**config.mk**
```make
export PLATFORM = sky130hd
export DESIGN_NAME = inert_seq
export DESIGN_NICKNAME = d
export VERILOG_FILES = /design/src/rtl/inert_seq.sv
export SDC_FILE = /design/constraint.sdc
export NUM_CORES = 1
export LEC_CHECK = 0
export CAP_MARGIN = 20
export CORE_UTILIZATION = 40
export DETAILED_ROUTE_END_ITERATION = 7
export GPL_TIMING_DRIVEN = 0
export PLACE_DENSITY_LB_ADDON = 0.15
export SLEW_MARGIN = 10
export SYNTH_ARGS = -nofsm -noshare
export SYNTH_HDL_FRONTEND = slang
export SYNTH_SLANG_ARGS = --single-unit
```
**constraint.sdc**
```tcl
create_clock -name clk -period 3.39 [get_ports clk]
set_input_delay 0.678 -clock clk [delete_from_list [all_inputs] [get_ports clk]]
set_output_delay 0.678 -clock clk [all_outputs]
set_load 0.01 [all_outputs]
```
**src/rtl/inert_seq.sv**
```systemverilog
// Sensor command sequencer: power-up wait, three config writes, then a yaw-rate read pair per data-ready interrupt.
// Optional 4-sample moving average on yaw_rt when INERT_SEQ_AVG_EN is defined.
module inert_seq #(
    parameter int          INIT_WAIT_BITS = 16,
    parameter logic [15:0] CFG0           = 16'h0D02,
    parameter logic [15:0] CFG1           = 16'h1062,
    parameter logic [15:0] CFG2           = 16'h1460,
    parameter logic [15:0] RD_LO          = 16'hA600,
    parameter logic [15:0] RD_HI          = 16'hA700
) (
    input  logic        clk,
    input  logic        rst_n,
    input  logic        INT,
    input  logic        done,
    input  logic [15:0] rd_data,
    output logic        wrt,
    output logic [15:0] cmd,
    output logic [15:0] yaw_rt,
    output logic        vld
);

    typedef enum logic [1:0] {PWR_WAIT, ISSUE, WAIT_DONE, IDLE} state_t;

    state_t                    state;
    logic [2:0]                idx;
    logic [INIT_WAIT_BITS-1:0] wait_cnt;
    logic [7:0]                lo_byte;
    logic                      int_s1, int_s;
    logic                      done_q;
    logic                      done_evt;
    logic [15:0]               sample;
    logic [15:0]               yaw_nxt;
    logic                      new_sample;
    logic                      unused_rd_hi;

    assign unused_rd_hi = ^rd_data[15:8];

    function automatic logic [15:0] cmd_lookup(input logic [2:0] i);
        case (i)
            3'd0:    cmd_lookup = CFG0;
            3'd1:    cmd_lookup = CFG1;
            3'd2:    cmd_lookup = CFG2;
            3'd3:    cmd_lookup = RD_LO;
            3'd4:    cmd_lookup = RD_HI;
            default: cmd_lookup = 16'h0000;
        endcase
    endfunction

    always_ff @(posedge clk or negedge rst_n) begin
        if (!rst_n) begin
            int_s1 <= 1'b0;
            int_s  <= 1'b0;
        end else begin
            int_s1 <= INT;
            int_s  <= int_s1;
        end
    end

    // done_q resets high so a done level already present at reset is not seen as an edge.
    always_ff @(posedge clk or negedge rst_n) begin
        if (!rst_n) done_q <= 1'b1;
        else        done_q <= done;
    end

    assign done_evt   = done & ~done_q;
    assign sample     = {rd_data[7:0], lo_byte};
    assign new_sample = (state == WAIT_DONE) && done_evt && (idx == 3'd4);

`ifdef INERT_SEQ_AVG_EN
    logic [3:0][15:0]   hist;
    logic [1:0]         hptr;
    logic signed [17:0] sum, sum_nxt;

    assign sum_nxt = sum + $signed({{2{sample[15]}}, sample})
                         - $signed({{2{hist[hptr][15]}}, hist[hptr]});
    // Taking the upper bits of the sum divides by 4 rounding toward -inf.
    assign yaw_nxt = sum_nxt[17:2];

    always_ff @(posedge clk or negedge rst_n) begin
        if (!rst_n) begin
            hist <= '0;
            hptr <= 2'd0;
            sum  <= '0;
        end else if (new_sample) begin
            hist[hptr] <= sample;
            hptr       <= hptr + 2'd1;
            sum        <= sum_nxt;
        end
    end
`else
    assign yaw_nxt = sample;
`endif

    always_ff @(posedge clk or negedge rst_n) begin
        if (!rst_n) begin
            state    <= PWR_WAIT;
            idx      <= 3'd0;
            wait_cnt <= '0;
            lo_byte  <= 8'h00;
            wrt      <= 1'b0;
            cmd      <= 16'h0000;
            yaw_rt   <= 16'h0000;
            vld      <= 1'b0;
        end else begin
            wrt <= 1'b0;
            vld <= 1'b0;
            case (state)
                PWR_WAIT: begin
                    wait_cnt <= wait_cnt + 1'b1;
                    if (&wait_cnt) begin
                        state <= ISSUE;
                        idx   <= 3'd0;
                    end
                end
                ISSUE: begin
                    if (idx > 3'd4) begin
                        state    <= PWR_WAIT;
                        cmd      <= 16'h0000;
                        idx      <= 3'd0;
                        wait_cnt <= '0;
                    end else begin
                        wrt   <= 1'b1;
                        cmd   <= cmd_lookup(idx);
                        state <= WAIT_DONE;
                    end
                end
                WAIT_DONE: begin
                    if (idx > 3'd4) begin
                        state    <= PWR_WAIT;
                        cmd      <= 16'h0000;
                        idx      <= 3'd0;
                        wait_cnt <= '0;
                    end else if (done_evt) begin
                        case (idx)
                            3'd0, 3'd1: begin
                                idx   <= idx + 3'd1;
                                state <= ISSUE;
                            end
                            3'd2: begin
                                idx   <= 3'd3;
                                state <= IDLE;
                            end
                            3'd3: begin
                                lo_byte <= rd_data[7:0];
                                idx     <= 3'd4;
                                state   <= ISSUE;
                            end
                            default: begin
                                yaw_rt <= yaw_nxt;
                                vld    <= 1'b1;
                                idx    <= 3'd3;
                                state  <= IDLE;
                            end
                        endcase
                    end
                end
                IDLE: begin
                    // Level-sensitive: a still-high INT starts the next read pair at once.
                    if (int_s) begin
                        idx   <= 3'd3;
                        state <= ISSUE;
                    end
                end
                default: begin
                    state    <= PWR_WAIT;
                    cmd      <= 16'h0000;
                    idx      <= 3'd0;
                    wait_cnt <= '0;
                end
            endcase
        end
    end

endmodule

```
==> results.txt <==
Run status: finished with violations
Failing checks: design-rule violations
Syn-to-layout area delta: 22.04%
Synth top area share: 0.5104
Worst Setup EP: yaw_rt[10]
Worst-Skew Late Latency: 0.31 ns
Routed WL per cell: 13.73 µm
Highest-count cells in the layout ignoring fill and taps: dfrtp_1 (55), clkdlybuf4s50_1 (38), mux2_2 (25)
GRT Util Overall: 0.1486
Power Density: 338.3 nW/µm²
Area leader, netlist: dfrtp_1
Power, Total: 1.113 mW
Fin. Hold Viols: 0
Initial Utilization: 0.4198
Max clock buf depth: 2
Final Cycle Share: 0.6882
Routability cong.: 0.8186
Routed WL: 4969 µm
DRC: 7
Die Area: 7073 µm²
Number of synthesized flops with an enable pin: 0
R2r setup slk: 1.06 ns
Worst slew pin tran: 0.6990 ns
Max Clk Rate: 428.6 MHz
Die Span Y: 84.10 µm
Setup TNS: 0 ns
Multi-input gate area: 1151 µm²
RSZ-0062 raised after global routing: false
Vias in the first global route: 1,753
I/O pin count: 54
FILL cells: 613
CP startpoint: idx[0]
Slew Viols, Final: 0
Yosys reg bits: 56
Setup crit start kind: register
Area of the core: 6422 µm²
Maximum vdd drop: 0.2344 mV
Chip width: 84.10 µm
Final WS setup: 1.057 ns
Int Power: 0.8587 mW
Syn avg cell area: 11.57 µm²
Clock transition at path regs: 0.10 ns
# rows: 29
P_sw: 0.2545 mW
Via count: 1,842
Detail Placement HPWL: 3543 µm
Final Net Count: 313
Total global routing overflow: 0
Setup violators final: 0
Post CTS Setup Buffer Count: 0
Pre-Repair DR Iteration Count: 6
Mean number of vias per cell: 5.088
Crit path time final: 2.333 ns
Distinct cells, synth: 48
Crit path DAT: 2.53 ns
Commonest non-fill, non-tap cell in the layout: dfrtp_1
Critical path type: reg -> reg
Number of diodes: 0
Cell area after synthesis: 2696 µm²
Worst min-delay path class: reg -> reg
Syn Inst Count: 233
Critical path data required time: 3.59 ns
Sequential Power Share: 0.615
Slew headroom: 0.5340
Reg2reg start: idx[0]
Initial drt markers: 78
Initial antenna violation count: 0
Root Buffer: clkbuf_8
Pre-CTS setup slack: 0.8131 ns
Main area contributors after synthesis: dfrtp_1 (51%), mux2_2 (10%), ha_1 (4.2%)
CTS H-tree depth: 2
Sequential share of the synthesized area: 0.5202
Post_cts resized: 0
Power share of the combinational group: 0.051
Crit. End Element: register
First-pass GRT wire length: 8397 µm
Max FO, Critical Path: 10
Main synth FF type: dfrtp_1
CTS Buf Count: 5
Share of post-route cells with drive strength above 1: 0.1930
FF/Latch Area: 1403 µm²
Post-DRT Antenna Nets: 0
# hold bufs at CTS: 0
Sink Count: 56
Clock Skew: 0.01019 ns
Max_cap viols: 0
Count of input and output buffers: 39
Static leakage: 1.520 nW
CTS tree: built
Switching share of power: 0.2286
Largest net degree at the start of global routing: 57
Reg2Reg Depth: 8
Yosys Warn Count: 0
R2R Path End: yaw_rt[10]
FFs w/ async S/R, synth: 1.000
Clock Power Share: 0.334
[metal layers]
layer,up-vias,part of all wire,track usage
met3,2,0.051,0.03956
met2,47,0.46,0.2273
met5,-,0,0
met1,887,0.48,0.2067
li1,906,-,-
met4,0,0.0070,0.04702
[state kept, by name, summed over array words and instances, names as in the netlist]
signal and flops:
vld 1, idx 3, state 2, int_s 1, cmd 6, int_s1 1, done_q 1, lo_byte 8
wrt 1, yaw_rt 16, wait_cnt 16
[kinds of logic (layout without fill, tap and decap cells)]
| kind of cell | after synthesis | after routing | share of synthesized area |
|---|---|---|---|
| AND/OR/NAND/NOR | 59 | 59 | 0.1188 |
| buffers and inverters | 30 | 77 | 0.05986 |
| other | 1 | 6 | 0.001391 |
| flip-flops | 56 | 56 | 0.5202 |
| adder cells (fa/ha/maj) | 9 | 9 | 0.04176 |
| XOR/XNOR | 5 | 5 | 0.01624 |
| AO/OA/AOI/OAI | 44 | 44 | 0.1225 |
| multiplexers | 29 | 29 | 0.1193 |
[through the flow]
step | hold slack (ns) | cell area, µm² | utilization | cells
global placement | 0.3337 | 3202 | 0.4985 | 354
detailed placement | 0.3404 | 3199 | 0.4981 | 354
global route | 0.3801 | 3291 | 0.5124 | 362
finish | 0.3593 | 3291 | 0.5124 | 362
floorplan | 0.3312 | 2715 | - | 238
CTS | 0.3639 | 3291 | 0.5124 | 362
[final cells by class]
cell class	instances	share of cell area
Tap cell	77	0.02928
Clock buffer	5	0.02091
Buffer	19	0.03650
Timing Repair Buffer	39	0.1179
Inverter	11	0.01255
Multi-Input combinational cell	152	0.3498
Clock inverter	3	0.006844
Sequential cell	56	0.4262
[worst max-delay path, cell delays in order, from the launching register on]
cell      delay [ns]
dfrtp_1         0.42
inv_1           0.10
ha_1            0.20
clkbuf_2        0.16
inv_1           0.11
nand3_1         0.14
a211oi_4        0.53
buf_6           0.23
mux2_2          0.33
[synthesized netlist by cell type (all sizes together) (2+ instances only)]
| master | count |
|---|---|
| a21oi | 10 |
| and2 | 2 |
| mux2 | 25 |
| o31ai | 4 |
| ha | 9 |
| o211ai | 4 |
| nor2b | 3 |
| nor2 | 12 |
| nand4 | 7 |
| clkbuf | 5 |
| o21ai | 11 |
| nand3 | 5 |
| or3 | 4 |
| nand2b | 5 |
| mux2i | 4 |
| dfrtp | 55 |
| xor2 | 5 |
| inv | 11 |
| and3 | 2 |
| o41ai | 2 |
| buf | 14 |
| nand2 | 15 |
[how the worst min path moves through the flow]
| stage | slack [ns] | endpoint | start | cells after the start |
|---|---|---|---|---|
| 5_1_grt | 0.38 | int_s | int_s1 | 0 |
| 3_5_place_dp | 0.34 | int_s | int_s1 | 0 |
| 2_1_floorplan | 0.33 | int_s | int_s1 | 0 |
| 3_3_place_gp | 0.33 | int_s | int_s1 | 0 |
| 4_1_cts | 0.36 | int_s | int_s1 | 0 |
| 6_report | 0.36 | int_s | int_s1 | 0 |
[power groups by stage]
stage	registers [mW]	logic (mW)	clock network, mW
3_5_place_dp	0.698	0.0587	0
3_3_place_gp	0.698	0.0584	0
5_1_grt	0.686	0.0640	0.413
6_report	0.685	0.0572	0.371
2_1_floorplan	0.699	0.0179	0
4_1_cts	0.685	0.0589	0.391
Power figures use the tool's default switching activity.
